`config.mk`:
```
export PLATFORM = sky130hd
export DESIGN_NAME = sequence_detector_param
export DESIGN_NICKNAME = d
export VERILOG_FILES = /design/src/rtl/sequence_detector_param_pkg.sv /design/src/rtl/sequence_detector_param_prefix_match.sv /design/src/rtl/sequence_detector_param.sv
export SDC_FILE = /design/constraint.sdc
export NUM_CORES = 1
export LEC_CHECK = 0
export CAP_MARGIN = 20
export CORE_AREA = 2 2 51 53
export CTS_BUF_LIST = sky130_fd_sc_hd__clkbuf_4 sky130_fd_sc_hd__clkbuf_8
export CTS_CLUSTER_SIZE = 8
export DETAILED_ROUTE_END_ITERATION = 10
export DIE_AREA = 0 0 53 55
export PLACE_DENSITY = 0.78
export SYNTH_ARGS = -nofsm -noshare
export SYNTH_HDL_FRONTEND = slang
export SYNTH_HIERARCHICAL = 1
export SYNTH_SLANG_ARGS = --single-unit
```
`constraint.sdc`:
```
create_clock -name clock -period 2.7 [get_ports clock]
set_input_delay 0.405 -clock clock [delete_from_list [all_inputs] [get_ports clock]]
set_output_delay 0.405 -clock clock [all_outputs]
set_load 0.01 [all_outputs]
```
`src/rtl/sequence_detector_param_pkg.sv`:
```
// Shared constants and helpers for the parameterised serial pattern detector.
package sequence_detector_param_pkg;

  localparam int SEQ_LEN_MIN = 2;
  localparam int SEQ_LEN_MAX = 8;

  localparam logic [SEQ_LEN_MAX:0] BORDER_ONE = {{SEQ_LEN_MAX{1'b0}}, 1'b1};

  // Longest proper border of a len-bit pattern held right-aligned in pat
  // (MSB of the pattern is the first bit received).
  function automatic int border_len(input logic [SEQ_LEN_MAX-1:0] pat, input int len);
    logic [SEQ_LEN_MAX:0]   m;
    logic [SEQ_LEN_MAX-1:0] mask;
    int                     best;
    best = 0;
    for (int k = 1; k < SEQ_LEN_MAX; k++) begin
      m    = (BORDER_ONE << k) - BORDER_ONE;
      mask = m[SEQ_LEN_MAX-1:0];
      if (k < len && ((pat >> (len - k)) & mask) == (pat & mask)) begin
        best = k;
      end
    end
    return best;
  endfunction

endpackage

```
`src/rtl/sequence_detector_param_prefix_match.sv`:
```
// Combinational prefix matcher: longest pattern prefix (up to state+1 bits)
// that ends the incoming stream of history bits followed by x.
module seq_prefix_match #(
  parameter int SEQ_LEN = 4
) (
  input  logic [SEQ_LEN-1:0]       pattern,
  input  logic [SEQ_LEN-2:0]       history,
  input  logic                     x,
  input  logic [$clog2(SEQ_LEN):0] state,
  output logic [$clog2(SEQ_LEN):0] k_new,
  output logic                     match
);

  localparam int SW = $clog2(SEQ_LEN) + 1;
  localparam logic [SEQ_LEN:0] ONE = {{SEQ_LEN{1'b0}}, 1'b1};

  logic [SEQ_LEN-1:0] window;
  logic [SEQ_LEN:0]   m;
  logic [SEQ_LEN-1:0] mask;

  // window LSB is the newest bit; the last k bits are compared against the
  // top k pattern bits, and the largest passing k wins.
  always_comb begin
    window = {history, x};
    m      = '0;
    mask   = '0;
    k_new  = '0;
    for (int k = 1; k <= SEQ_LEN; k++) begin
      m    = (ONE << k) - ONE;
      mask = m[SEQ_LEN-1:0];
      if (k <= int'(state) + 1 &&
          (window & mask) == ((pattern >> (SEQ_LEN - k)) & mask)) begin
        k_new = SW'(k);
      end
    end
  end

  assign match = (k_new == SW'(SEQ_LEN));

endmodule

```
`src/rtl/sequence_detector_param.sv`:
```
// Loadable serial pattern detector with Mealy match flag, overlap control
// and a saturating match counter.
module sequence_detector_param
  import sequence_detector_param_pkg::*;
#(
  parameter int                 SEQ_LEN     = 4,
  parameter int                 CNT_W       = 8,
  parameter logic [SEQ_LEN-1:0] RST_PATTERN = 4'b0110
) (
  input  logic                     clock,
  input  logic                     reset_n,
  input  logic                     X,
  input  logic                     in_valid,
  input  logic                     overlap,
  input  logic                     load,
  input  logic [SEQ_LEN-1:0]       pattern_in,
  output logic                     Y,
  output logic [CNT_W-1:0]         match_count,
  output logic [$clog2(SEQ_LEN):0] state
);

  localparam int SW = $clog2(SEQ_LEN) + 1;
  localparam int HW = SEQ_LEN - 1;

  if (SEQ_LEN < SEQ_LEN_MIN || SEQ_LEN > SEQ_LEN_MAX) begin : g_bad_seq_len
    $error("sequence_detector_param: SEQ_LEN out of legal range");
  end

  logic [SEQ_LEN-1:0]     pattern_q;
  logic [HW-1:0]          hist_q;
  logic [SW-1:0]          k_new;
  logic                   match;
  logic [SW-1:0]          border;
  logic [SEQ_LEN_MAX-1:0] pat_ext;

  seq_prefix_match #(.SEQ_LEN(SEQ_LEN)) u_match (
    .pattern (pattern_q),
    .history (hist_q),
    .x       (X),
    .state   (state),
    .k_new   (k_new),
    .match   (match)
  );

  always_comb begin
    pat_ext              = '0;
    pat_ext[SEQ_LEN-1:0] = pattern_q;
  end

  assign border = SW'(border_len(pat_ext, SEQ_LEN));
  assign Y      = in_valid && !load && match;

  // A non-overlapping match restarts from an empty history so no bit of the
  // matched pattern can seed the next detection.
  always_ff @(posedge clock or negedge reset_n) begin
    if (!reset_n) begin
      pattern_q   <= RST_PATTERN;
      hist_q      <= '0;
      state       <= '0;
      match_count <= '0;
    end else if (load) begin
      pattern_q   <= pattern_in;
      hist_q      <= '0;
      state       <= '0;
      match_count <= '0;
    end else if (in_valid) begin
      if (match && !overlap) begin
        state  <= '0;
        hist_q <= '0;
      end else begin
        state  <= match ? border : k_new;
        hist_q <= HW'({hist_q, X});
      end
      if (match && match_count != {CNT_W{1'b1}}) begin
        match_count <= match_count + CNT_W'(1);
      end
    end
  end

endmodule

```
======== Yosys cells after proc, flatten, opt, wreduce, memory -nomap -nowiden ========
Cells that the tools add are included.
operators by class
  multiplexer cells ....................... 17
  add/sub/neg operators ................... 2
  reductions and logical operators ........ 13
  magnitude comparators ................... 4
  eq/ne operators ......................... 9
operators with widths
  operator                                              count
  <= comparator 3 x 32 -> 1 bit (first input constant)  2
  <= comparator 4 x 32 -> 1 bit (first input constant)  1
  two-way mux 3 bit                                     10
  two-way mux 8 bit                                     3
  adder 8 x 1 -> 8 bit (second input constant)          1
  logical AND 1 bit                                     8
  != test 8 bit (second input constant)                 1
  == test 3 bit                                         2
  adder 3 x 1 -> 4 bit (second input constant)          1
  == test 2 bit                                         2
  == test 4 bit                                         1
  <= comparator 1 x 4 -> 1 bit (first input constant)   1
  two-way mux 2 bit                                     2
  nonzero test 2 bit                                    2
  == test 3 bit (second input constant)                 1
  == test 1 bit                                         2
  zero test 1 bit                                       2
  two-way mux 1 bit                                     2
  AND reduction 2 bit                                   1
storage, ports and cells
  word-level logic and storage cells ...... 49
  bits of input ports ..................... 10
  flip-flop bits (word level) ............. 18

======== Longest topological paths before layout ========
Gate-level depths: netlist (run 1).
  depth after elaboration ................. 12
  gate-level depth with buffers ........... 10
  gate-level depth less buffers ........... 10

======== Modules after synthesis ========
Netlist (run 1), hierarchy kept.
by module, submodules not included
  module                   cells each  area each (um^2)  times used
  sequence_detector_param  88          910.9             1
  seq_prefix_match         30          284.0             1

======== Worst setup path after synthesis (run 1) ========
No wires, ideal clock.
  path kind ............................... register to register
  from .................................... register state[0]
  to ...................................... register match_count[7]
  required time ........................... 2563 ps
  slack ................................... 475 ps
  arrival ................................. 2089 ps
  period minus slack after synthesis ...... 2225 ps
  cell stages (with the launch flop) ...... 10
  library setup time ...................... 137 ps
  cell sequence ........................... dfrtp_1 -> ha_1 -> and2_4 -> a21oi_4 -> nand3_2 -> nor3_4 -> nand2_2 -> or3_4 -> nor3_2 -> a211oi_2
between the ends
  longest elaborated chain between the ends .. 11
  elaborated cells between the ends (all ways) .. 17
ends and longest elaborated chain
  element                                                                                line                                        RTL
  from (decl)                                                                            sequence_detector_param.sv:19               output logic [$clog2(SEQ_LEN):0] state
  from (signal assigned)                                                                 sequence_detector_param.sv:71               state <= match ? border : k_new;
  adder 3 x 1 -> 4 bit (*)                                                               sequence_detector_param_prefix_match.sv:31  if (k <= int'(state) + 1 &&
  parallel branches: the longest is 5 deep, another holds <= comparator 3 x 32 -> 1 bit  n/a
  two-way mux 3 bit (*)                                                                  sequence_detector_param_prefix_match.sv:31
  == test 3 bit (*)                                                                      sequence_detector_param_prefix_match.sv:38  assign match = (k_new == SW'(SEQ_LEN));
  named net match                                                                        sequence_detector_param.sv:32               logic match;
  logical AND 1 bit (*)                                                                  sequence_detector_param.sv:74               if (match && match_count != {CNT_W{1'b1}}) begin
  nonzero test 2 bit (no line) (*)                                                       n/a
  AND reduction 2 bit (no line) (*)                                                      n/a
  to (signal assigned)                                                                   sequence_detector_param.sv:75               match_count <= match_count + CNT_W'(1);
  to (decl)                                                                              sequence_detector_param.sv:18               output logic [CNT_W-1:0] match_count,
Mark *: on every way through the listed nets, which the timed path passes.
A chain may end at the register's enable or synchronous reset.

======== Worst setup path in the final report (run 1) ========
  from .................................... register state[0]
  to ...................................... output port Y
between the ends
  longest elaborated chain between the ends .. 9
  elaborated cells between the ends (all ways) .. 15
ends and longest elaborated chain
  element                                                                                line                                        RTL
  adder 3 x 1 -> 4 bit (*)                                                               sequence_detector_param_prefix_match.sv:31
  parallel branches: the longest is 5 deep, another holds <= comparator 3 x 32 -> 1 bit  n/a
  two-way mux 3 bit (*)                                                                  sequence_detector_param_prefix_match.sv:31
  == test 3 bit (*)                                                                      sequence_detector_param_prefix_match.sv:38
  named net match                                                                        sequence_detector_param.sv:32
  logical AND 1 bit (*)                                                                  sequence_detector_param.sv:51               assign Y = in_valid && !load && match;
  to (decl)                                                                              sequence_detector_param.sv:17               output logic Y,
Marks and branches as above.

==> impl_metrics.py, run 1 <==
metrics = {
    "run_status": {
        "status": "completed",
    },
    "logic_synthesis": {
        "synth_flop_cell": "dfrtp_1",
        "synth_cell_types": 48,
        "synth.avg_cell_area_um2": 10.1,
        "syn-num-nets": 132,
        "ys_ff_latch": 18,
        "syn_area_um2": 1190,
        "ys_seq_area_frac": 0.379,
        "synth-edff-count": 0,
        "async_flop_share": 1.00,
        "yosysWarnings": 6,
        "synthCells": 118,
    },
    "setup_path": {
        "path_max_fanout": 3,
        "critPathLaunchType": "register",
        "cp_cell_sequence": "ha_1, and2_4, a21oi_4, nand3_2, nor3_4, nand2_2, nor2_1, dlygate4sd2_1",
        "rr_endpoint": "match_count[2]$_DFFE_PN0P_",
        "critPathMaxStageDelay_ns": 0.40,
        "crit_type": "register to primary output",
        "path_buf_inv": 1,
        "endpoint_kind": "primary output",
        "reg2reg_from": "state[0]$_DFFE_PN0P_",
        "cp_data_required_time_ns": 2.30,
        "r2r_slack_ns": 0.50,
        "worst-r2r-cell-count": 10,
        "path_delay_family": "simple AND/OR/NAND/NOR gates",
        "worst_path_max_delay_cell": "dfrtp_1",
        "arrival_ns": 2.01,
    },
    "global_route": {
        "overflow": 0,
        "grt_max_degree": 19,
        "grt_pass1_wl_um": 4200,
        "globalRouteTotalUtil": 0.202,
        "antenna_found_initial": 0,
        "grt_pass1_vias": 984,
    },
    "floorplanning": {
        "start_util": 0.505,
        "fp.dieH_um": 55,
        "fp.dieArea_um2": 2920,
        "core_area_um2": 2360,
        "io_pins": 22,
        "die_w_um": 53,
        "fp-row-count": 18,
    },
    "power": {
        "finalPower_uw": 565,
        "leakagePower_uw": 0.000589,
        "p_int_uw": 412,
        "share_comb_of_total_power": 0.210,
        "p_per_area_nw_per_um2": 377,
        "clkPwrFrac": 0.262,
        "ir_drop_uv": 274,
        "swShare": 0.270,
        "power.switching_uw": 153,
        "seqPwrFrac": 0.528,
    },
    "timing": {
        "rsz0062_at_grt": "false",
        "setup_violations": 0,
        "fin_setup_tns_ns": 0,
        "fin_crit_sh": 0.895,
        "layout_min_cycle_time_ns": 2.42,
        "report.final.hold_viol_count": 0,
        "drv_slew": 0,
        "slew_headroom": 0.460,
        "finClkSkew_ns": 0.00921,
        "tightest_slew_ns": 0.808,
        "max_freq_ghz": 0.414,
    },
    "routing": {
        "routed_wl_um": 2530,
        "vias_per_cell": 5.32,
        "routedWlPerCell_um": 14.4,
        "drt_iter0_markers": 18,
        "drc": 0,
        "drtPass1Iterations": 4,
        "antenna_left": 0,
        "num_vias": 931,
    },
    "final_layout": {
        "n_fill_cell": 206,
        "nets": 160,
        "antenna_cells": 0,
        "drive_above_1_share": 0.221,
        "area_growth_pct": 25.4,
    },
    "placement": {
        "dp_hpwl_um": 1920,
        "portBuffers": 21,
        "gp_congestion": 0.788,
    },
    "clock_network": {
        "clock-sinks": 18,
        "root_buffer": "clkbuf_4",
        "clk_pin_slew_worst_paths_ns": 0.10,
        "numCtsBuffers": 3,
        "clkLatencyLatePin_ns": 0.29,
        "cts_tree": "built",
        "cts_buffer_depth": 2,
        "hold_buffers": 0,
        "htreeDepth": 1,
    },
    "worst_hold_path": {
        "hold_path.class": "input port to asynchronous set/reset pin",
    },
    "job": {
        "drv_cap": 0,
    },
}
[power groups by stage]
| stage | Sequential (µW) | Clock [µW] | Combinational, µW |
|---|---|---|---|
| CTS | 299 | 153 | 120 |
| global route | 301 | 166 | 130 |
| detailed placement | 305 | 0 | 118 |
| finish | 299 | 148 | 119 |
| floorplan | 302 | 0 | 75.5 |
| global placement | 304 | 0 | 113 |
[cell type report]
type                       instances  area [µm²]  share of cell area
clock buffer                       4        30.0              0.0200
inverter                           5        18.8              0.0125
multi-input combinational         90         698               0.466
sequential                        18         453               0.302
tap                               30        37.5              0.0250
timing repair buffer              28         262               0.174
[per-layer routing]
metal / vias up / track usage / share of wire
li1: 465 / - / -
met1: 441 / 0.244 / 0.42
met5: - / 0 / 0
met3: 4 / 0.0349 / 0.041
met4: 0 / 0.0556 / 0.0099
met2: 21 / 0.371 / 0.53
[through the flow]
step / std cells / utilization / cell area, µm² / hold WS, ns / setup WS, ns
after floorplan: 118 / - / 1190 / 0.109 / 0.475
after global placement: 170 / 0.619 / 1460 / 0.546 / 0.330
after detailed placement: 170 / 0.619 / 1460 / 0.556 / 0.274
after CTS: 175 / 0.634 / 1500 / 0.571 / 0.272
after global routing: 175 / 0.634 / 1500 / 0.618 / 0.144
final: 175 / 0.634 / 1500 / 0.567 / 0.283
[synthesized netlist by cell type, drive strengths merged, types with 3 or more instances]
master / number / area, µm²
nand2b: 4 / 25.0
buf: 3 / 16.3
and2: 3 / 22.5
nand2: 4 / 17.5
inv: 5 / 18.8
dfrtp: 16 / 400
xnor2: 11 / 96.3
nand3: 7 / 45.0
ha: 4 / 50.1
mux2: 4 / 45.0
xor2: 3 / 26.3
nor3: 5 / 41.3
o21ai: 4 / 20.0
a21oi: 13 / 80.1
nor2: 8 / 32.5
[worst max-delay path by stage]
| stage | start | end | slack, ns | cells after the start |
|---|---|---|---|---|
| 6_report | state[0]$_DFFE_PN0P_ | Y | 0.28 | 8 |
| 4_1_cts | state[0]$_DFFE_PN0P_ | Y | 0.27 | 8 |
| 5_1_grt | state[0]$_DFFE_PN0P_ | Y | 0.14 | 8 |
| 3_3_place_gp | X | Y | 0.33 | 6 |
| 3_5_place_dp | state[1]$_DFFE_PN0P_ | Y | 0.27 | 8 |
| 2_1_floorplan | state[0]$_DFFE_PN0P_ | match_count[7]$_DFFE_PN0P_ | 0.47 | 9 |
[registers in the layout, summed over array words and instances, names as in the netlist]
register,count
hist_q,3
match_count,8
pattern_q,4
state,3
[worst register-to-register path: stages, from the launching register on]
cell	delay (ns)
dfrtp_1	0.40
ha_1	0.23
and2_4	0.17
a21oi_4	0.20
nand3_2	0.12
nor3_4	0.17
nand2_2	0.07
buf_4	0.15
nor2_1	0.28
o21ai_0	0.14
nor3b_1	0.16
[timing repair]
| item | 4_1_cts | 5_1_grt |
|---|---|---|
| gates resized for setup | 1 | 0 |
| setup endpoints to repair | 1 | 0 |
| buffers inserted | 1 | 0 |
[cells by family after synthesis]
group,Yosys count,share of synthesized area
muxes,5,0.0461
buffers and inverters,10,0.0366
DFF,18,0.379
adders and majority gates,4,0.0419
xor gates and xnor gates,14,0.103
and+or+nand+nor,41,0.216
AOI/OAI and AO/OA,26,0.178
[cells in the final DEF (no fill, tap or decap), types with 2 or more instances in the layout]
cell type        Yosys  layout
a21oi_1             11      11
mux2_2               4       4
nand2_1              3       3
buf_4                1       7
nand2b_1             4       4
clkbuf_4             0       4
nand4_1              2       2
inv_1                5       5
ha_1                 4       4
nand3_1              5       5
dfrtp_1             16      16
dfstp_2              2       2
xnor2_1             11      11
o21ai_0              4       4
xor2_1               3       3
nand3_2              2       2
clkdlybuf4s50_1      0      20
nor2_1               7       7
nor3_1               3       3
No activity file was read; power rests on OpenSTA's default activity.
==> run 2: changes to the inputs <==
--- a/config.mk
+++ b/config.mk
@@ -12,6 +12,7 @@
 export DETAILED_ROUTE_END_ITERATION = 10
 export DIE_AREA = 0 0 53 55
 export PLACE_DENSITY = 0.78
+export SLEW_MARGIN = 20
 export SYNTH_ARGS = -nofsm -noshare
 export SYNTH_HDL_FRONTEND = slang
 export SYNTH_HIERARCHICAL = 1
==> results of run 2 <==
Final layout, timing and power as in run 1 (identical DEF).
